--- src/rtl/cmp_pkg.sv ---
// Shared types for the registered magnitude comparator.
// Optional extended flags (ge/le/ne) are enabled by CMP_EXTENDED_FLAGS_EN.
package cmp_pkg;

    localparam int CMP_WIDTH_DEFAULT = 16;
    localparam int CMP_GROUP         = 4;

    typedef enum logic {
        CMP_UNSIGNED = 1'b0,
        CMP_SIGNED   = 1'b1
    } cmp_mode_e;

    typedef struct packed {
        logic gt;
        logic eq;
        logic lt;
    } cmp_flags_t;

    // lt is implied: neither greater nor equal
    function automatic cmp_flags_t cmp_flags_make(
        input logic g,
        input logic e
    );
        cmp_flags_t f;
        f.gt = g;
        f.eq = e;
        f.lt = ~g & ~e;
        return f;
    endfunction

endpackage

--- src/rtl/cmp_mag.sv ---
// Combinational unsigned magnitude comparator.
// Recursive split into 4-bit leaf groups; the upper half dominates.
module cmp_mag
    import cmp_pkg::*;
#(
    parameter int W = 15
) (
    input  logic [W-1:0] a,
    input  logic [W-1:0] b,
    output logic         gt,
    output logic         eq
);

    if (W <= CMP_GROUP) begin : g_leaf
        assign gt = (a > b);
        assign eq = (a == b);
    end else begin : g_node
        // low half is a whole number of groups
        localparam int LO =
            ((W / 2 + CMP_GROUP - 1) / CMP_GROUP) * CMP_GROUP;
        localparam int HI = W - LO;

        logic hi_gt;
        logic hi_eq;
        logic lo_gt;
        logic lo_eq;

        cmp_mag #(.W(HI)) u_hi (
            .a  (a[W-1:LO]),
            .b  (b[W-1:LO]),
            .gt (hi_gt),
            .eq (hi_eq)
        );

        cmp_mag #(.W(LO)) u_lo (
            .a  (a[LO-1:0]),
            .b  (b[LO-1:0]),
            .gt (lo_gt),
            .eq (lo_eq)
        );

        assign gt = hi_gt | (hi_eq & lo_gt);
        assign eq = hi_eq & lo_eq;
    end

endmodule

--- src/rtl/cmp_unit.sv ---
// Registered signed/unsigned comparator with one-hot gt/eq/lt flags.
// Define CMP_EXTENDED_FLAGS_EN to add registered ge/le/ne outputs.
module cmp_unit
    import cmp_pkg::*;
#(
    parameter int WIDTH = CMP_WIDTH_DEFAULT
) (
    input  logic             clk,
    input  logic             rst_n,
    input  logic             in_valid,
    input  logic [WIDTH-1:0] a,
    input  logic [WIDTH-1:0] b,
    input  logic             sign,
    output logic             out_valid,
    output logic             gt,
    output logic             eq,
`ifdef CMP_EXTENDED_FLAGS_EN
    output logic             ge,
    output logic             le,
    output logic             ne,
`endif
    output logic             lt
);

    cmp_mode_e  mode;
    logic       mag_gt;
    logic       mag_eq;
    logic       a_msb;
    logic       msb_diff;
    cmp_flags_t nxt;
    cmp_flags_t flags_q;
    logic       valid_q;

    assign mode     = cmp_mode_e'(sign);
    assign a_msb    = a[WIDTH-1];
    assign msb_diff = a[WIDTH-1] ^ b[WIDTH-1];

    cmp_mag #(.W(WIDTH-1)) u_mag (
        .a  (a[WIDTH-2:0]),
        .b  (b[WIDTH-2:0]),
        .gt (mag_gt),
        .eq (mag_eq)
    );

    // differing MSBs settle it: MSB=1 wins unsigned, loses signed
    always_comb begin
        nxt = '0;
        if (msb_diff) begin
            unique case (mode)
                CMP_SIGNED:   nxt = cmp_flags_make(~a_msb, 1'b0);
                CMP_UNSIGNED: nxt = cmp_flags_make(a_msb, 1'b0);
            endcase
        end else begin
            nxt = cmp_flags_make(mag_gt, mag_eq);
        end
    end

    always_ff @(posedge clk or negedge rst_n) begin
        if (!rst_n) begin
            valid_q <= 1'b0;
            flags_q <= '0;
        end else begin
            valid_q <= in_valid;
            if (in_valid) begin
                flags_q <= nxt;
            end
        end
    end

    assign out_valid = valid_q;
    assign gt        = flags_q.gt;
    assign eq        = flags_q.eq;
    assign lt        = flags_q.lt;

`ifdef CMP_EXTENDED_FLAGS_EN
    logic [2:0] ext_q;

    always_ff @(posedge clk or negedge rst_n) begin
        if (!rst_n) begin
            ext_q <= '0;
        end else if (in_valid) begin
            ext_q <= {nxt.gt | nxt.eq, nxt.lt | nxt.eq, ~nxt.eq};
        end
    end

    assign ge = ext_q[2];
    assign le = ext_q[1];
    assign ne = ext_q[0];
`endif

endmodule

--- config.mk ---
export PLATFORM = sky130hd
export DESIGN_NAME = cmp_unit
export DESIGN_NICKNAME = d
export VERILOG_FILES = /design/src/rtl/cmp_pkg.sv /design/src/rtl/cmp_mag.sv /design/src/rtl/cmp_unit.sv
export SDC_FILE = /design/constraint.sdc
export NUM_CORES = 1
export LEC_CHECK = 0
export ABC_AREA = 1
export CAP_MARGIN = 20
export CORE_UTILIZATION = 40
export CTS_CLUSTER_SIZE = 24
export DETAILED_ROUTE_END_ITERATION = 16
export PLACE_DENSITY = 0.83
export SLEW_MARGIN = 20
export SYNTH_ARGS = -nofsm -noshare
export SYNTH_HDL_FRONTEND = slang
export SYNTH_HIERARCHICAL = 1
export SYNTH_SLANG_ARGS = --single-unit
--- constraint.sdc ---
create_clock -name clk -period 1.6 [get_ports clk]
set_input_delay 0.32 -clock clk [delete_from_list [all_inputs] [get_ports clk]]
set_output_delay 0.32 -clock clk [all_outputs]
set_load 0.02 [all_outputs]
Word level (Yosys, flattened, before mapping):

Cells that the tools add are included.

* $lt $le $gt $ge: 4
* multiplexer cells: 2
* bitwise operators: 15
* eq/ne operators: 4

Operators by type and width (count)
* equality test 4 bit: 3
* > comparator 4 bit: 3
* AND 1 bit: 7
* case mux 3 bit (2 select lines): 1
* inverter 1 bit: 4
* equality test 3 bit: 1
* > comparator 3 bit: 1
* 2-to-1 mux 3 bit: 1
* OR 1 bit: 3
* XOR 1 bit: 1

* register bits: 4
* logic and storage cells: 29
* input port bits: 36
* output and inout bits: 4

Longest topological paths before layout:

Gate-level depths: netlist (run 1).

* word-level depth: 8
* gate-level depth with buffers: 15
* gate-level depth less buffers: 15

Cells and area by module:

The synthesis (run 1) kept the hierarchy.

Modules (own cells, without submodules)
* cmp_mag (u_mag.g_node.u_hi.g_node.u_lo ...): sequential area each 0.0 sq um, cells each 19, instances 3, area each 122.6 sq um
* cmp_unit: sequential area each 100.1 sq um, cells each 25, instances 1, area each 190.2 sq um
* cmp_mag (u_mag.g_node.u_hi.g_node.u_hi): sequential area each 0.0 sq um, cells each 15, instances 1, area each 82.6 sq um
* cmp_mag (u_mag ...): sequential area each 0.0 sq um, cells each 5, instances 3, area each 18.8 sq um

Worst setup path after synthesis (run 1):

Ideal clock, no wire load.

* path kind: input -> register
* from: in b[3]
* to: reg flags_q, in the netlist lt
* library setup time: 0.071 ns
* setup slack: 0.071 ns
* cell stages on the path: 12
* data arrival time: 1.458 ns
* required time: 1.529 ns
* buffers on the path: 0
* cells stage by stage: inv_1 > ha_1 > a21oi_1 > a21oi_2 > nand2_1 > nand2_1 > nand2_1 > nand2_1 > or2_0 > nor2_1 > nor2_1 > nor2_1

* cells in the longest elaborated chain, start to end: 8
* elaborated cells between the ends (all ways): 12
* classes of those cells: 1 x order compare; 1 x eq/ne; 1 x mux; 9 x bitwise

Ends and longest elaborated chain
* start, declared: RTL line cmp_unit.sv:12 `input logic [WIDTH-1:0] b,`
* > comparator 4 bit: RTL line cmp_mag.sv:15 `assign gt = (a > b);`
* named net u_mag.g_node.u_lo.g_node.lo_gt: RTL line cmp_mag.sv:25 `logic lo_gt;`
* AND 1 bit: RTL line cmp_mag.sv:42 `assign gt = hi_gt | (hi_eq & lo_gt);`
* OR 1 bit: RTL line cmp_mag.sv:42
* named net u_mag.g_node.lo_gt: RTL line cmp_mag.sv:25
* AND 1 bit: RTL line cmp_mag.sv:42
* OR 1 bit: RTL line cmp_mag.sv:42
* named net mag_gt: RTL line cmp_unit.sv:26 `logic mag_gt;`
* inverter 1 bit: RTL line cmp_pkg.sv:27 `f.lt = ~g & ~e;`
* AND 1 bit: RTL line cmp_pkg.sv:27
* 2-to-1 mux 3 bit: RTL line cmp_unit.sv:48 `if (msb_diff) begin`
* end signal, assigned: RTL line cmp_unit.sv:65 `flags_q <= nxt;`
* end, declared: RTL line cmp_unit.sv:31 `cmp_flags_t flags_q;`

The timed path passes the listed nets, and every way through them passes these cells.
A chain may end at the register's enable or synchronous reset.

Final worst setup path (run 1):

* from: reg flags_q, in the netlist gt
* to: out gt

RTL lines
* end, declared: RTL line cmp_unit.sv:15 `output logic gt,`

No word-level cell between the ends.

==> flow_summary.ini, run 1 <==
[placement]
place_ws_ns = -0.506
dp_cells = 171
place_congestion = 0.752
hpwl_um = 1330
port_buffers = 39

[setup_path]
criticalPathCategory = flip-flop to output pin
path_delay_family = buffers and inverters
slowest_stage = clkdlybuf4s50_1
critPathRequiredTime_ns = 1.28
critPathLaunch = gt
r2r_start = eq
start_kind = flip-flop
critPathBufInv = 1
slowest_delay_ns = 0.60
critPathCaptureType = output pin
critical_path_arrival_ns = 1.18
path_cells = clkdlybuf4s50_1
worstPathMaxFanout = 2

[synthesis]
synth_nets = 163
ys_seq_area_share_pct = 14.4
yosys_warnings = 6
synth_top_area_share_pct = 26.9
synth.avg_cell_area_um2 = 6.22
ys_ff_latch = 4
syn_area_um2 = 697
synthCells = 112
synth_top_area_cell = ha_1
yosys-top-cells-area = ha_1, inv_1, dfrtp_1
synth_cell_types = 13

[timing]
finalMaxSlewViolations = 0
final.setup.tns_ns = 0
setup_ws_ns = 0.0993
min_period_ns = 1.50
skew_ns = 0
worst_pin_slew_ns = 0.225
fin_hold_ws_ns = 0.279
report.final.hold_viol_count = 0
rsz0062_at_grt = false
min_period_over_period_pct = 93.8
setup_violations = 0
max_freq_ghz = 0.666
slew_headroom_pct = 85.0

[layout]
syn_to_final_growth_pct = 86.7
n_antenna_cell = 0
final_cells = 175
multi_input_area_um2 = 733
drive_gt1_share_pct = 62.3
seq_area_um2 = 100
nNetsFinal = 212
fillers = 95

[floorplanning]
boundaryPins = 40
rows = 14
die_w_um = 43.7
start_util_pct = 44.7
core-area_um2 = 1560
die_area_um2 = 1910
die_h_um = 43.7

[global_routing]
antenna_found_initial = 0
grt_usage_pct = 23.5
grt_pass1_vias = 848
grt_max_degree = 6
grt_overflow_total = 0
grt_pass1_wl_um = 3320

[cts]
cts_num_sinks = 4
htree_levels = 1
root_buffer = clkbuf_4
cts.clk_slew.worst_paths_ns = 0.04
clock_latency_ns = 0.24
clockBufferDepth = 2
cts_tree = done
cts_buffers = 3
ctsHoldBuffers = 0

[status]
violations = DRC
status = complete, but fails checks

[pwr]
powerDensity_nw_per_um2 = 477
peakVddDrop_uv = 251
p_leak_nw = 0.688

[detailed_routing]
viasPerCell = 4.73
drt-total-wl_um = 2080
drcViolationCount = 1
wl_per_cell_um = 11.9
postRouteAntennaNets = 0
drtIter0Drc = 23
vias = 828
dr.pass1.iters = 12

[run]
maxCapViolations = 0

[hold_path]
hold_class = input pin to asynchronous set/reset pin
==> through the flow <==
step | total power [W] | util, % | cell area, um^2
final | 0.000621 | 83.5 | 1300
after detailed placement | 0.000398 | 73.0 | 1140
after global placement | 0.000389 | 73.0 | 1140
after global routing | 0.000668 | 83.5 | 1300
after floorplan | 0.000259 | - | 697
after CTS | 0.000589 | 86.1 | 1340
==> sequential cells by signal, indices dropped and copies added (netlist names) <==
name / cells
eq: 1
lt: 1
out_valid: 1
gt: 1
==> final cells by class <==
class                   count  area share [%]
clock buffers               3            1.73
well taps                  16            1.54
repair buffers             44            21.7
flip-flops and latches      4            7.69
multi-input cells          72            56.3
inverters                  36            11.0
==> power by group <==
group	total (W)	switching (W)	internal [W]	leakage [nW]
sequential	0.000115	0.00000402	0.000111	0.0490
clock	0.000128	0.0000438	0.0000840	0.0138
combinational	0.000379	0.000187	0.000191	0.625
total	0.000621	0.000235	0.000386	0.688
==> per-layer routing <==
metal  GRT usage, %  vias to the layer above  routed length, um
li1               -                      424                  -
met1           23.5                      371                753
met2           44.5                       27               1190
met3           4.17                        6                 95
met4           13.8                        0                 38
met5              0                        -                  0
==> worst register-to-register path: cells and delay by family, from the launching register on <==
kind,cells,cell delay [ns]
flops,1,0.37
compound gates,1,0.07
simple gates,1,0.08
==> path summary, 6_finish.rpt <==
path | slack (ns) | to | cells after the start
hold / removal | 0.28 | eq | 1
max in group asynchronous | 1.15 | out_valid | 1
setup / recovery | 0.1 | gt | 1
hold reg to reg | 0.50 | gt | 2
setup reg to reg | 0.97 | eq | 2
min in group clk | 0.50 | gt | 2
==> Yosys cell counts <==
| cell | count |
|---|---|
| clkinv_1 | 3 |
| or2_0 | 1 |
| a21oi_1 | 3 |
| inv_1 | 33 |
| nand2_1 | 23 |
| nand2_2 | 10 |
| a21oi_2 | 3 |
| ha_1 | 15 |
| nor2_1 | 9 |
| dfrtp_1 | 4 |
| nor2_2 | 3 |
| o21ai_0 | 2 |
| nand3_1 | 3 |
==> timing repair <==
| item | 4_1_cts | 5_1_grt |
|---|---|---|
| setup endpoints to repair | 3 | 2 |
| pin swaps | 35 | 32 |
| setup buffers | 0 | 1 |
| resized for setup | 72 | 76 |
==> cells by family (layout without fill, tap and decap cells) <==
group | Yosys count | count (layout) | synth area share [%]
AO/OA/AOI/OAI | 8 | 8 | 7.36
flip-flops | 4 | 4 | 14.4
adder cells (fa/ha/maj) | 15 | 15 | 26.9
AND/OR/NAND/NOR | 49 | 49 | 32.0
buffers and inverters | 36 | 83 | 19.4
==> placed cells by master, fill, tap and decap left out, types with 5 or more instances in the layout <==
cell type	netlist	final
inv_2	0	16
nand2_4	0	6
buf_4	0	5
clkbuf_2	0	29
inv_1	33	17
nand2_2	10	11
a21oi_2	3	6
nor2_1	9	7
clkdlybuf4s50_1	0	9
ha_4	0	15
nand2_1	23	16
Power figures use the tool's default switching activity.
==> run 2, diff against run 1 <==
--- a/config.mk
+++ b/config.mk
@@ -7,6 +7,7 @@
 export LEC_CHECK = 0
 export ABC_AREA = 1
 export CAP_MARGIN = 20
+export CORE_MARGIN = 10
 export CORE_UTILIZATION = 40
 export CTS_CLUSTER_SIZE = 24
 export DETAILED_ROUTE_END_ITERATION = 16
==> flow_summary.ini, run 2 (synthesis results as in run 1) <==
[pwr]
p_int_w = 0.000389
p_comb_share_pct = 61.6
swShare_pct = 37.4
peakVddDrop_uv = 225
p_leak_nw = 0.688
powerDensity_nw_per_um2 = 473
p_clk_share_pct = 19.9
seq_power_share_pct = 18.5
switching_power_w = 0.000232
fin_total_pwr_w = 0.000621

[layout]
final_cell_mix = clkbuf_2, inv_2, inv_1, ha_4, nand2_1
post-route-cell-area_um2 = 1320
drive_gt1_share_pct = 62.4
mostFrequentLayoutCell = clkbuf_2
syn_to_final_growth_pct = 88.7
fillers = 125
fin_util_pct = 77.9
n_antenna_cell = 0
nNetsFinal = 210

[floorplanning]
die_h_um = 61.7
start_util_pct = 41.3
die_area_um2 = 3810
boundaryPins = 40
rows = 15
core-area_um2 = 1690
die_w_um = 61.7

[setup_path]
critPathCaptureType = output pin
worstPathMaxFanout = 2
path_cells = clkdlybuf4s50_1
critPathBufInv = 1
path_delay_family = buffers and inverters
r2r_start = lt
worstRegToRegCells = 2
r2r-end = lt
critical_path_arrival_ns = 1.18
slowest_delay_ns = 0.61
r2r_slack_ns = 0.96
critPathRequiredTime_ns = 1.28
criticalPathCategory = flip-flop to output pin
start_kind = flip-flop
slowest_stage = clkdlybuf4s50_1

[global_routing]
grt_pass1_wl_um = 3510
grt_max_degree = 6
antenna_found_initial = 0
grt_usage_pct = 12.1
grt_pass1_vias = 837
grt_overflow_total = 0

[detailed_routing]
wl_per_cell_um = 13.2
vias = 822
drcViolationCount = 0
postRouteAntennaNets = 0
drt-total-wl_um = 2300
dr.pass1.iters = 4
viasPerCell = 4.72
drtIter0Drc = 4

[cts]
cts.clk_slew.worst_paths_ns = 0.04
ctsHoldBuffers = 0
cts_tree = done
cts_num_sinks = 4
root_buffer = clkbuf_4
clock_latency_ns = 0.23
clockBufferDepth = 2
cts_buffers = 3
htree_levels = 1

[placement]
port_buffers = 39
place_congestion = 0.754
placed_area_um2 = 1120
hpwl_um = 1660

[timing]
skew_ns = 0
worst_pin_slew_ns = 0.233
min_period_over_period_pct = 93.9
report.final.hold_viol_count = 0
slew_headroom_pct = 84.4
setup_violations = 0
max_freq_ghz = 0.666
final.setup.tns_ns = 0
finalMaxSlewViolations = 0
fin_hold_ws_ns = 0.285
min_period_ns = 1.50

[hold_path]
hold_class = input pin to asynchronous set/reset pin

[run]
maxCapViolations = 0

[status]
status = finished, final reports clean
-- run 2: area by class of cell --
class                           instances  area [um^2]  share of cell area, %
Multi-Input combinational cell         72          746                   56.7
Tap cell                               17         21.3                   1.62
Sequential cell                         4          100                   7.61
Inverter                               36          141                   10.8
Clock buffer                            3         22.5                   1.71
Timing Repair Buffer                   42          284                   21.6
-- run 2: stage by stage --
| step | worst slack [ns] | cells |
|---|---|---|
| finish | 0.0978 | 174 |
| floorplan | 0.0711 | 112 |
| detailed placement | -0.511 | 170 |
| global placement | -0.460 | 170 |
| global route | -0.00478 | 174 |
| CTS | 0.0608 | 174 |
-- run 2: repair_timing --
item,4_1_cts,5_1_grt
endpoints found under the setup margin,3,2
buffers inserted,1,0
gates resized for setup,69,83
pin swaps,31,39
-- run 2: how the worst max path moves through the flow --
| stage | startpoint | to | slack, ns | cells after the start |
|---|---|---|---|---|
| 2_1_floorplan | b[3] | lt | 0.07 | 12 |
| 3_3_place_gp | b[11] | lt | -0.46 | 13 |
| 3_5_place_dp | b[3] | lt | -0.51 | 13 |
| 4_1_cts | b[13] | lt | 0.06 | 15 |
| 5_1_grt | b[0] | lt | -0.005 | 13 |
| 6_report | gt | gt | 0.1 | 1 |
-- run 2: per-layer routing --
| layer | share of wire (%) | GRT usage, % | vias up |
|---|---|---|---|
| li1 | - | - | 418 |
| met1 | 34 | 11.0 | 368 |
| met2 | 57 | 23.3 | 30 |
| met3 | 7.2 | 4.27 | 6 |
| met4 | 1.8 | 5.73 | 0 |
| met5 | 0 | 0 | - |
-- run 2: power groups by stage --
stage	Combinational, W	Clock, W	Sequential (W)
after detailed placement	0.000277	0	0.000117
final	0.000383	0.000124	0.000115
after global routing	0.000419	0.000143	0.000116
after global placement	0.000266	0	0.000116
after floorplan	0.000131	0	0.000128
after CTS	0.000338	0.000132	0.000115
==> run 3, diff against run 2 <==
--- a/config.mk
+++ b/config.mk
@@ -12,6 +12,7 @@
 export CTS_CLUSTER_SIZE = 24
 export DETAILED_ROUTE_END_ITERATION = 16
 export PLACE_DENSITY = 0.83
+export SETUP_SLACK_MARGIN = 0.5
 export SLEW_MARGIN = 20
 export SYNTH_ARGS = -nofsm -noshare
 export SYNTH_HDL_FRONTEND = slang
==> flow_summary.ini, run 3 (synthesis results as in run 1) <==
[placement]
place_ws_ns = -0.585
hpwl_um = 1900
place_congestion = 0.724
dp_cells = 170
port_buffers = 39

[timing]
rsz0062_at_grt = true
worst_pin_slew_ns = 0.205
setup_violations = 0
final.setup.tns_ns = 0
max_freq_ghz = 0.685
min_period_ns = 1.46
min_period_over_period_pct = 91.2
finalMaxSlewViolations = 0
report.final.hold_viol_count = 0
slew_headroom_pct = 86.3
skew_ns = 0
setup_ws_ns = 0.141

[cts]
cts_num_sinks = 4
ctsHoldBuffers = 0
htree_levels = 1
cts_buffers = 3
root_buffer = clkbuf_4
clockBufferDepth = 2
clock_latency_ns = 0.23
cts.clk_slew.worst_paths_ns = 0.04
cts_tree = done

[detailed_routing]
dr.pass1.iters = 4
vias = 798
wl_per_cell_um = 12.5
viasPerCell = 4.53
drt-total-wl_um = 2200
postRouteAntennaNets = 0
drcViolationCount = 0
drtIter0Drc = 16

[layout]
nNetsFinal = 212
drive_gt1_share_pct = 66.0
mostFrequentLayoutCell = buf_2
fillers = 112
final_cell_mix = buf_2, inv_1, nand2_1
syn_to_final_growth_pct = 100
final_cells = 176
n_antenna_cell = 0

[setup_path]
critPathRequiredTime_ns = 1.71
r2r_start = gt
worstRegToRegCells = 2
critical_path_arrival_ns = 1.57
r2r_slack_ns = 0.95
start_kind = input pin
r2r-end = gt
worstPathMaxFanout = 2
critPathCaptureType = flip-flop
criticalPathCategory = input pin to flip-flop

[global_routing]
grt_use_met1_pct = 11.9
grt.met3_usage_pct = 2.85
grt_overflow_total = 0
busiest_layer = met2
antenna_found_initial = 0
grt_usage_pct = 12.0
grt_pass1_vias = 845
grt_max_degree = 6
met2_usage_pct = 24.2
grt_pass1_wl_um = 3540

[floorplanning]
start_util_pct = 41.3
die_area_um2 = 3810
rows = 15
core-area_um2 = 1690
boundaryPins = 40
die_h_um = 61.7
die_w_um = 61.7

[pwr]
peakVddDrop_uv = 220
powerDensity_nw_per_um2 = 461
p_leak_nw = 0.719
fin_total_pwr_w = 0.000642

[hold_path]
hold_class = input pin to asynchronous set/reset pin

[status]
status = finished, final reports clean

[run]
maxCapViolations = 0
-- run 3: changes by cell type in the layout (fill, tap and decap cells not counted), moves of 2 or more --
cell	change
buf_2	+21
buf_4	+2
buf_6	+12
clkbuf_2	-26
clkdlybuf4s15_1	-3
clkdlybuf4s50_1	-4
clkinv_4	+2
inv_1	+3
inv_2	-7
nor2_1	-2
o21ai_0	-2
-- run 3: final cells by class --
cell class	instances	area, um^2	share of cell area (%)
multi-input cells	72	739	53.1
repair buffers	44	339	24.3
inverters	36	171	12.3
flip-flops and latches	4	100	7.18
clock buffers	3	22.5	1.62
well taps	17	21.3	1.53
-- run 3: what timing repair did --
item | 4_1_cts | 5_1_grt
resized for setup | 152 | 8
setup endpoints to repair | 7 | 5
setup buffers | 2 | 1
pin swaps | 39 | 4
-- run 3: worst max-delay path by stage --
stage | slack [ns] | startpoint | endpoint | depth (start not counted)
final | 0.14 | b[14] | gt | 15
after global routing | 0.06 | b[14] | gt | 15
after floorplan | 0.17 | b[3] | lt | 14
after global placement | -0.52 | b[3] | lt | 15
after detailed placement | -0.59 | b[3] | lt | 15
after CTS | 0.17 | b[7] | lt | 14
-- run 3: metal layers --
metal	up-vias	wire length (um)
li1	420	-
met1	357	800
met2	19	1230
met3	2	159
met4	0	7
met5	-	0
-- run 3: power by group --
part	leakage, nW	internal [W]	switching [W]	total, W
sequential	0.0490	0.000111	0.00000342	0.000114
combinational	0.657	0.000208	0.000197	0.000406
clock	0.0138	0.0000837	0.0000385	0.000122
total	0.719	0.000403	0.000239	0.000642
-- run 3: critical path: stages --
cell and delay (ns):
buf_6 0.09, inv_2 0.05, ha_4 0.20, nand2_4 0.08
nor2_2 0.04, nor2_1 0.09, nor2_1 0.06, inv_1 0.06
nand2_1 0.05, inv_1 0.05, nand2_1 0.06, buf_4 0.12
buf_4 0.13, nor2_4 0.11, o21ai_2 0.06
-- run 3: through the flow --
stage	hold slack, ns	utilization [%]	instance area, um^2
2_1_floorplan	0.0244	-	960
3_3_place_gp	0.471	82.1	1390
3_5_place_dp	0.477	82.1	1390
4_1_cts	0.301	80.5	1360
5_1_grt	0.308	82.5	1390
6_report	0.301	82.5	1390
